===== src/rtl/multicycle_control_fsm.sv =====
// Multicycle control unit: fetch/decode/execute sequencing with memory wait states, timeout and illegal-opcode fault.
// Optional jump-and-link support is built when CTRL_JAL_EN is defined; otherwise opcode 000011 faults.
module multicycle_control_fsm #(
    parameter int unsigned MEM_TIMEOUT = 16,
    parameter int unsigned CNT_W       = 5
) (
    input  logic       Clock,
    input  logic       reset,
    input  logic [5:0] Op,
    input  logic       MemReady,
    output logic       PCWrite,
    output logic       PCWriteCond,
    output logic       IorD,
    output logic       MemRead,
    output logic       MemWrite,
    output logic       IRWrite,
    output logic       MemtoReg,
    output logic       ALUSrcA,
    output logic       RegWrite,
    output logic       RegDst,
    output logic [1:0] PCSource,
    output logic [1:0] ALUOp,
    output logic [1:0] ALUSrcB,
    output logic       Link,
    output logic       InstrDone,
    output logic       Fault,
    output logic [3:0] State
);

    localparam logic [5:0] OP_R    = 6'b000000;
    localparam logic [5:0] OP_LW   = 6'b100011;
    localparam logic [5:0] OP_SW   = 6'b101011;
    localparam logic [5:0] OP_BEQ  = 6'b000100;
    localparam logic [5:0] OP_J    = 6'b000010;
    localparam logic [5:0] OP_ADDI = 6'b001000;
`ifdef CTRL_JAL_EN
    localparam logic [5:0] OP_JAL  = 6'b000011;
`endif

    localparam logic [CNT_W-1:0] TO_LIM  = CNT_W'(MEM_TIMEOUT - 1);
    localparam logic [CNT_W-1:0] CNT_MAX = {CNT_W{1'b1}};
    localparam logic             TO_EN   = (MEM_TIMEOUT != 0);

    typedef enum logic [3:0] {
        S_RST     = 4'd0,
        S_FETCH   = 4'd1,
        S_DECODE  = 4'd2,
        S_MEMADR  = 4'd3,
        S_MEMRD   = 4'd4,
        S_MEMWB   = 4'd5,
        S_MEMWR   = 4'd6,
        S_EXEC    = 4'd7,
        S_RWB     = 4'd8,
        S_BRANCH  = 4'd9,
        S_JUMP    = 4'd10,
        S_ADDI_EX = 4'd11,
        S_ADDI_WB = 4'd12,
`ifdef CTRL_JAL_EN
        S_JAL     = 4'd13,
`endif
        S_FAULT   = 4'd15
    } state_t;

    state_t           state_q, state_d;
    logic [CNT_W-1:0] cnt_q, cnt_d;
    logic             wait_st;

    always_ff @(posedge Clock or posedge reset) begin
        if (reset) begin
            state_q <= S_RST;
            cnt_q   <= '0;
        end else begin
            state_q <= state_d;
            cnt_q   <= cnt_d;
        end
    end

    // Next-state, wait counter and Moore-decoded datapath controls
    always_comb begin
        state_d     = state_q;
        cnt_d       = cnt_q;
        wait_st     = 1'b0;
        PCWrite     = 1'b0;
        PCWriteCond = 1'b0;
        IorD        = 1'b0;
        MemRead     = 1'b0;
        MemWrite    = 1'b0;
        IRWrite     = 1'b0;
        MemtoReg    = 1'b0;
        ALUSrcA     = 1'b0;
        RegWrite    = 1'b0;
        RegDst      = 1'b0;
        PCSource    = 2'b00;
        ALUOp       = 2'b00;
        ALUSrcB     = 2'b00;
        Link        = 1'b0;
        InstrDone   = 1'b0;
        Fault       = 1'b0;

        case (state_q)
            S_RST: state_d = S_FETCH;
            S_FETCH: begin
                MemRead = 1'b1;
                ALUSrcB = 2'b01;
                IRWrite = MemReady;
                PCWrite = MemReady;
                if (MemReady) state_d = S_DECODE;
                else          wait_st = 1'b1;
            end
            S_DECODE: begin
                ALUSrcB = 2'b11;
                case (Op)
                    OP_LW, OP_SW: state_d = S_MEMADR;
                    OP_R:         state_d = S_EXEC;
                    OP_BEQ:       state_d = S_BRANCH;
                    OP_J:         state_d = S_JUMP;
                    OP_ADDI:      state_d = S_ADDI_EX;
`ifdef CTRL_JAL_EN
                    OP_JAL:       state_d = S_JAL;
`endif
                    default:      state_d = S_FAULT;
                endcase
            end
            S_MEMADR: begin
                ALUSrcA = 1'b1;
                ALUSrcB = 2'b10;
                if (Op == OP_LW)      state_d = S_MEMRD;
                else if (Op == OP_SW) state_d = S_MEMWR;
                else                  state_d = S_FAULT;
            end
            S_MEMRD: begin
                MemRead = 1'b1;
                IorD    = 1'b1;
                if (MemReady) state_d = S_MEMWB;
                else          wait_st = 1'b1;
            end
            S_MEMWB: begin
                RegWrite  = 1'b1;
                MemtoReg  = 1'b1;
                InstrDone = 1'b1;
                state_d   = S_FETCH;
            end
            S_MEMWR: begin
                MemWrite  = 1'b1;
                IorD      = 1'b1;
                InstrDone = MemReady;
                if (MemReady) state_d = S_FETCH;
                else          wait_st = 1'b1;
            end
            S_EXEC: begin
                ALUSrcA = 1'b1;
                ALUOp   = 2'b10;
                state_d = S_RWB;
            end
            S_RWB: begin
                RegWrite  = 1'b1;
                RegDst    = 1'b1;
                InstrDone = 1'b1;
                state_d   = S_FETCH;
            end
            S_BRANCH: begin
                ALUSrcA     = 1'b1;
                ALUOp       = 2'b01;
                PCWriteCond = 1'b1;
                PCSource    = 2'b01;
                InstrDone   = 1'b1;
                state_d     = S_FETCH;
            end
            S_JUMP: begin
                PCWrite   = 1'b1;
                PCSource  = 2'b10;
                InstrDone = 1'b1;
                state_d   = S_FETCH;
            end
            S_ADDI_EX: begin
                ALUSrcA = 1'b1;
                ALUSrcB = 2'b10;
                state_d = S_ADDI_WB;
            end
            S_ADDI_WB: begin
                RegWrite  = 1'b1;
                InstrDone = 1'b1;
                state_d   = S_FETCH;
            end
`ifdef CTRL_JAL_EN
            S_JAL: begin
                PCWrite   = 1'b1;
                PCSource  = 2'b10;
                RegWrite  = 1'b1;
                Link      = 1'b1;
                InstrDone = 1'b1;
                state_d   = S_FETCH;
            end
`endif
            S_FAULT: Fault = 1'b1;
            default: state_d = S_FAULT;
        endcase

        // Stalled memory: count idle cycles; the last allowed one escalates to FAULT
        if (wait_st) begin
            if (TO_EN && (cnt_q == TO_LIM)) state_d = S_FAULT;
            else if (cnt_q != CNT_MAX)      cnt_d   = cnt_q + CNT_W'(1);
        end
        if (state_d != state_q) cnt_d = '0;
    end

    assign State = state_q;

endmodule


===== config.mk =====
export PLATFORM = sky130hd
export DESIGN_NAME = multicycle_control_fsm
export DESIGN_NICKNAME = d
export VERILOG_FILES = /design/src/rtl/multicycle_control_fsm.sv
export SDC_FILE = /design/constraint.sdc
export NUM_CORES = 1
export LEC_CHECK = 0
export ABC_AREA = 1
export ABC_CLOCK_PERIOD_IN_PS = 2850
export BUFFER_PORTS_ARGS = -buffer_cell sky130_fd_sc_hd__buf_2
export CORE_AREA = 4 4 67 69
export DETAILED_ROUTE_END_ITERATION = 16
export DIE_AREA = 0 0 71 73
export SLEW_MARGIN = 10
export SYNTH_ARGS = -nofsm -noshare
export SYNTH_HDL_FRONTEND = slang
export SYNTH_SLANG_ARGS = --single-unit

===== constraint.sdc =====
create_clock -name Clock -period 2.85 [get_ports Clock]
set_clock_uncertainty 0.2 [all_clocks]
set_input_delay 0.1425 -clock Clock [delete_from_list [all_inputs] [get_ports Clock]]
set_output_delay 0.1425 -clock Clock [all_outputs]
set_load 0.01 [all_outputs]

---- Word level (Yosys, flattened, before mapping) ----
Index checks and enable logic that the tools add are counted.
operators by class
  add/subtract/negate cells ............... 1
  equal/unequal tests ..................... 22
  multiplexer cells ....................... 30
  reductions and logical operators ........ 14
operator list
  operator                                                                count
  4-bit case mux with 9 select lines                                      1
  4-bit two-way mux                                                       7
  4-bit equality test (second input constant)                             6
  5-bit two-way mux                                                       4
  4-bit case mux with 5 select lines                                      1
  4-bit by 3-bit equality test with 1-bit output (second input constant)  4
  6-bit equality test (second input constant)                             2
  1-bit two-way mux                                                       12
  4-bit by 2-bit equality test with 1-bit output (second input constant)  2
  2-bit case mux with 2 select lines                                      2
  2-bit OR reduction                                                      4
  6-bit by 2-bit equality test with 1-bit output (second input constant)  1
  6-bit by 3-bit equality test with 1-bit output (second input constant)  1
  6-bit by 4-bit equality test with 1-bit output (second input constant)  1
  6-bit logical NOT                                                       1
  2-bit case mux with 3 select lines                                      1
  3-bit OR reduction                                                      2
  6-bit OR reduction                                                      1
  5-bit by 1-bit adder with 5-bit output (second input constant)          1
  5-bit by 4-bit equality test with 1-bit output (second input constant)  1
  5-bit inequality test (second input constant)                           1
  5-bit OR reduction                                                      1
  4-bit by 1-bit equality test with 1-bit output (second input constant)  1
  4-bit logical NOT                                                       1
  6 further kinds                                                         8
storage, ports and cells
  flip-flop bits (word level) ............. 9
  bits of input ports ..................... 9

---- Depth between registers and ports, before layout ----
  depth in word-level cells ............... 9
  depth in mapped cells ................... 14
  gate-level depth less buffers ........... 14

---- Least setup slack after synthesis ----
Ideal clock, no wire load.
  path type ............................... flip-flop to flip-flop
  start point ............................. register cnt_q[0]
  end point ............................... register cnt_q[0]
  library setup time ...................... 0.071 ns
  arrival ................................. 1.524 ns
  required time ........................... 2.579 ns
  slack ................................... 1.054 ns
  cell stages (with the launch flop) ...... 14
  buffers on the path ..................... 0
  clock period less this slack ............ 1.796 ns
  cells stage by stage .................... dfrtp_1 > ha_1 > inv_1 > nor2_1 > ha_1 > nand2_1 > nand2_2 > inv_2 > nand3_1 > nand2_1 > nand2_1 > nor2_1 > nand2_2 > nor2_1
between the ends
  longest elaborated chain between the ends .. 6
RTL lines
  item                                                                                                     RTL line  RTL
  from (decl)                                                                                              65        logic [CNT_W-1:0] cnt_q, cnt_d;
  from (signal assigned)                                                                                   74        cnt_q <= cnt_d;
  5-bit by 4-bit equality test with 1-bit output *                                                         201       if (TO_EN && (cnt_q == TO_LIM)) state_d = S_FAULT;
  4-bit two-way mux *                                                                                      201
  4-bit two-way mux *                                                                                      200       if (wait_st) begin
  named net state_d[3]                                                                                     64        state_t state_q, state_d;
  4-bit inequality test *                                                                                  204       if (state_d != state_q) cnt_d = '0;
  2-bit by 1-bit inequality test with 1-bit output (no source line) or 2-bit nonzero test (tied branches)  -
  3-bit AND reduction (no source line)                                                                     -
The timed path passes the listed nets; every way through them passes the cells marked *. The select of a mux whose other input is x is not followed.
A chain may end at the register's enable or synchronous reset.

---- Final worst setup path ----
  start point ............................. register state_q[3] (netlist: State[3])
  end point ............................... register cnt_q[3]
between the ends
  longest elaborated chain between the ends .. 8
RTL lines
  item                                                                                                     RTL line  RTL
  from (decl)                                                                                              64
  from (signal assigned)                                                                                   73        state_q <= state_d;
  4-bit equality test, or another cell as far along                                                        100       case (state_q)
  6-bit OR reduction (no source line)                                                                      -
  4-bit case mux with 9 select lines                                                                       100
  4-bit two-way mux                                                                                        201
  4-bit two-way mux *                                                                                      200
  named net state_d[3]                                                                                     64
  4-bit inequality test *                                                                                  204
  2-bit by 1-bit inequality test with 1-bit output (no source line) or 2-bit nonzero test (tied branches)  -
  3-bit AND reduction (no source line)                                                                     -
The timed path passes the listed nets; every way through them passes the cells marked *.

==> load_flow_metrics.sql <==
INSERT INTO impl_metrics (metric_group, metric, value, unit) VALUES
('die', 'standard_cell_rows', '23', ''),
('clock_network', 'cts_num_sinks', '9', ''),
('die', 'floorplan.io_pins', '32', ''),
('run_status', 'status', 'finished clean', ''),
('die', 'dieWidth', '71', 'um'),
('grt', 'global_route_wire_length_before_repair', '3.93', 'mm'),
('clock_network', 'h-tree-depth', '1', ''),
('finish', 'regArea', '225', 'um^2'),
('die', 'die_span_in_y', '73', 'um'),
('sta', 'grt_setup_unrepaired', 'no', ''),
('clock_network', 'tritoncts', 'yes', ''),
('sta', 'setup_viol_count_final', '0', ''),
('synth', 'synth_edf_count', '0', ''),
('worst_setup_path', 'critPathRequiredTime', '2.81', 'ns'),
('sta', 'fmax', '501', 'MHz'),
('sta', 'maxSlewViolCount', '0', ''),
('worst_setup_path', 'cp_max_fo', '7', ''),
('synth', 'syn-instance-count', '158', ''),
('finish', 'layout-area-overhead-vs-synth', '25.1', '%'),
('grt', 'grt_pass1_vias', '884', ''),
('sta', 'final.period_utilization', '70.0', '%'),
('power_and_ir_drop', 'ir_drop', '84.1', 'uV'),
('power_and_ir_drop', 'combPwrFrac', '6.5', '%'),
('run', 'max-cap-violations', '0', ''),
('routing', 'detailroute.via_count', '1018', ''),
('finish', 'numnets_final', '202', ''),
('finish', 'n_antenna_cell', '0', ''),
('power_and_ir_drop', 'powerDensity', '255', 'mW/mm^2'),
('finish', 'post_route_cells_drive_above_1_share', '28.0', '%'),
('grt', 'grt_max_degree', '10', ''),
('power_and_ir_drop', 'switchingPower', '63.5', 'uW'),
('grt', 'overflow', '0', ''),
('place', 'routability_congestion', '0.888', ''),
('worst_setup_path', 'startpoint_type', 'register', ''),
('place', 'numPortBuffers', '30', ''),
('die', 'coreArea', '0.00391', 'mm^2'),
('clock_network', 'cell_at_the_root_of_the_clock_tree', 'sky130_fd_sc_hd__clkbuf_8', ''),
('hold_path', 'type_of_the_tightest_min_delay_check', 'primary input to register', ''),
('clock_network', 'clkSlewWorstSetupHoldPaths', '0.05', 'ns'),
('clock_network', 'tritoncts.num_buffers', '3', ''),
('die', 'fp.dieArea', '0.00518', 'mm^2'),
('worst_setup_path', 'end_kind', 'register', ''),
('routing', 'detail_route.first_pass.iterations', '4', ''),
('routing', 'route.detailed.wl_per_inst', '9.59', 'um'),
('routing', 'antenna_violating_nets_post_route', '0', ''),
('place', 'preCtsSetupSlack', '0.874', 'ns'),
('synth', 'syn_avg_cell_area', '5.89', 'um^2'),
('power_and_ir_drop', 'seq_power_share', '43.2', '%'),
('synth', 'synth-seq-area-share', '24.2', '%'),
('clock_network', 'cts_buffer_depth', '2', ''),
('finish', 'multi_input_comb_area', '563', 'um^2'),
('clock_network', 'insertion_delay_of_the_later_clocked_pin_in_the_worst_skew_pair', '0.24', 'ns'),
('clock_network', 'post-cts-setup-buffer-count', '0', ''),
('routing', 'drt_iter0_drc', '49', ''),
('routing', 'drt-vias-per-instance', '4.26', ''),
('synth', 'synthesis.yosys.warnings', '0', ''),
('grt', 'number_of_antenna_violations_at_the_first_check_in_global_routing', '0', ''),
('worst_setup_path', 'timing_worst_setup_path_type', 'register to register', ''),
('power_and_ir_drop', 'power.static_leakage', '0.705', 'nW'),
('grt', 'global_router_s_overall_resource_usage', '9.26', '%'),
('finish', 'final_util', '29.8', '%'),
('clock_network', 'holdBufCountCts', '1', ''),
('power_and_ir_drop', 'power_consumption', '297', 'uW'),
('die', 'start_util', '23.8', '%'),
('routing', 'detail_route.wirelength', '2.29', 'mm'),
('power_and_ir_drop', 'cellInternalPower', '233', 'uW'),
('place', 'place.detailed.hpwl', '1.94', 'mm'),
('power_and_ir_drop', 'proportion_of_power_drawn_by_the_clock_network', '50.3', '%'),
('sta', 'hold_viol', '0', ''),
('synth', 'async_flop_share', '100', '%'),
('routing', 'remaining_drc_errors', '0', '');
## routing by layer
| layer | wire length (um) | track usage [%] | vias up |
|---|---|---|---|
| met3 | 147 | 1.93 | 2 |
| met1 | 1030 | 11.7 | 439 |
| li1 | - | - | 547 |
| met2 | 1080 | 15.7 | 30 |
| met5 | 0 | 0 | - |
| met4 | 31 | 3.13 | 0 |
## placed cells by master (no fill, tap or decap)
master	instances
sky130_fd_sc_hd__nand2_1	45
sky130_fd_sc_hd__buf_2	30
sky130_fd_sc_hd__inv_1	24
sky130_fd_sc_hd__nor2_1	23
sky130_fd_sc_hd__nand3_1	13
sky130_fd_sc_hd__dfrtp_1	9
sky130_fd_sc_hd__nor2_2	7
sky130_fd_sc_hd__nand2_2	6
sky130_fd_sc_hd__inv_2	5
sky130_fd_sc_hd__nand4_1	5
sky130_fd_sc_hd__o21ai_0	5
sky130_fd_sc_hd__ha_1	3
sky130_fd_sc_hd__clkbuf_8	3
sky130_fd_sc_hd__nand3_2	2
sky130_fd_sc_hd__xor2_1	2
sky130_fd_sc_hd__xnor2_1	1
sky130_fd_sc_hd__o21ai_1	1
sky130_fd_sc_hd__o211ai_1	1
sky130_fd_sc_hd__nor3_1	1
sky130_fd_sc_hd__conb_1	1
sky130_fd_sc_hd__clkbuf_1	1
sky130_fd_sc_hd__dlygate4sd3_1	1
## metrics by stage
step	hold slack [ns]	std cells	area (um^2)
after floorplan	-0.230	158	931
after global placement	-0.0803	234	1110
after detailed placement	-0.0772	234	1110
after CTS	0.112	239	1160
after global routing	0.161	239	1160
final	0.113	239	1160
## worst max-delay path: stages, from the launching register on
cell and delay, ns:
sky130_fd_sc_hd__dfrtp_1 0.48, sky130_fd_sc_hd__nor2_2 0.30, sky130_fd_sc_hd__inv_2 0.09, sky130_fd_sc_hd__o21ai_0 0.26, sky130_fd_sc_hd__nand3_1 0.15, sky130_fd_sc_hd__nand2_1 0.08
sky130_fd_sc_hd__nand2_1 0.04, sky130_fd_sc_hd__nor2_1 0.13, sky130_fd_sc_hd__nand2_2 0.10, sky130_fd_sc_hd__nor2_1 0.09
## sequential cells by signal, indices dropped and copies added (netlist names)
| name | flops |
|---|---|
| State | 4 |
| cnt_q | 5 |
## layout make-up
type	count	share of cell area, %
multi-input combinational	116	48.3
sequential	9	19.3
timing repair buffer	31	13.7
inverter	29	9.34
tap	50	5.37
clock buffer	4	3.87
## worst paths after layout
| path | to | cells past startpoint | from |
|---|---|---|---|
| max | cnt_q[3] | 9 | State[3] |
| max in group asynchronous | cnt_q[4] | 3 | reset |
| min reg2reg | cnt_q[3] | 2 | cnt_q[3] |
| min | State[1] | 4 | Op[2] |
| min in group asynchronous | State[3] | 3 | reset |
| max reg2reg | cnt_q[3] | 9 | State[3] |
## power by group through the flow
stage	registers (mW)	clock network, mW	logic (mW)
after floorplan	0.130	0	0.0108
after global placement	0.130	0	0.0183
after detailed placement	0.130	0	0.0186
after CTS	0.128	0.154	0.0196
after global routing	0.128	0.160	0.0224
final	0.128	0.149	0.0193
## kinds of logic (layout without fill, tap and decap cells)
group | after synthesis | count (layout) | share of synthesized area, %
AND/OR/NAND/NOR | 102 | 102 | 49.2
buffers and inverters | 33 | 64 | 15.3
flip-flops | 9 | 9 | 24.2
AO/OA/AOI/OAI | 7 | 7 | 4.03
adder cells (fa/ha/maj) | 3 | 3 | 4.03
XOR/XNOR | 3 | 3 | 2.82
other | 1 | 1 | 0.403
No activity file was read; power rests on OpenSTA's default activity.
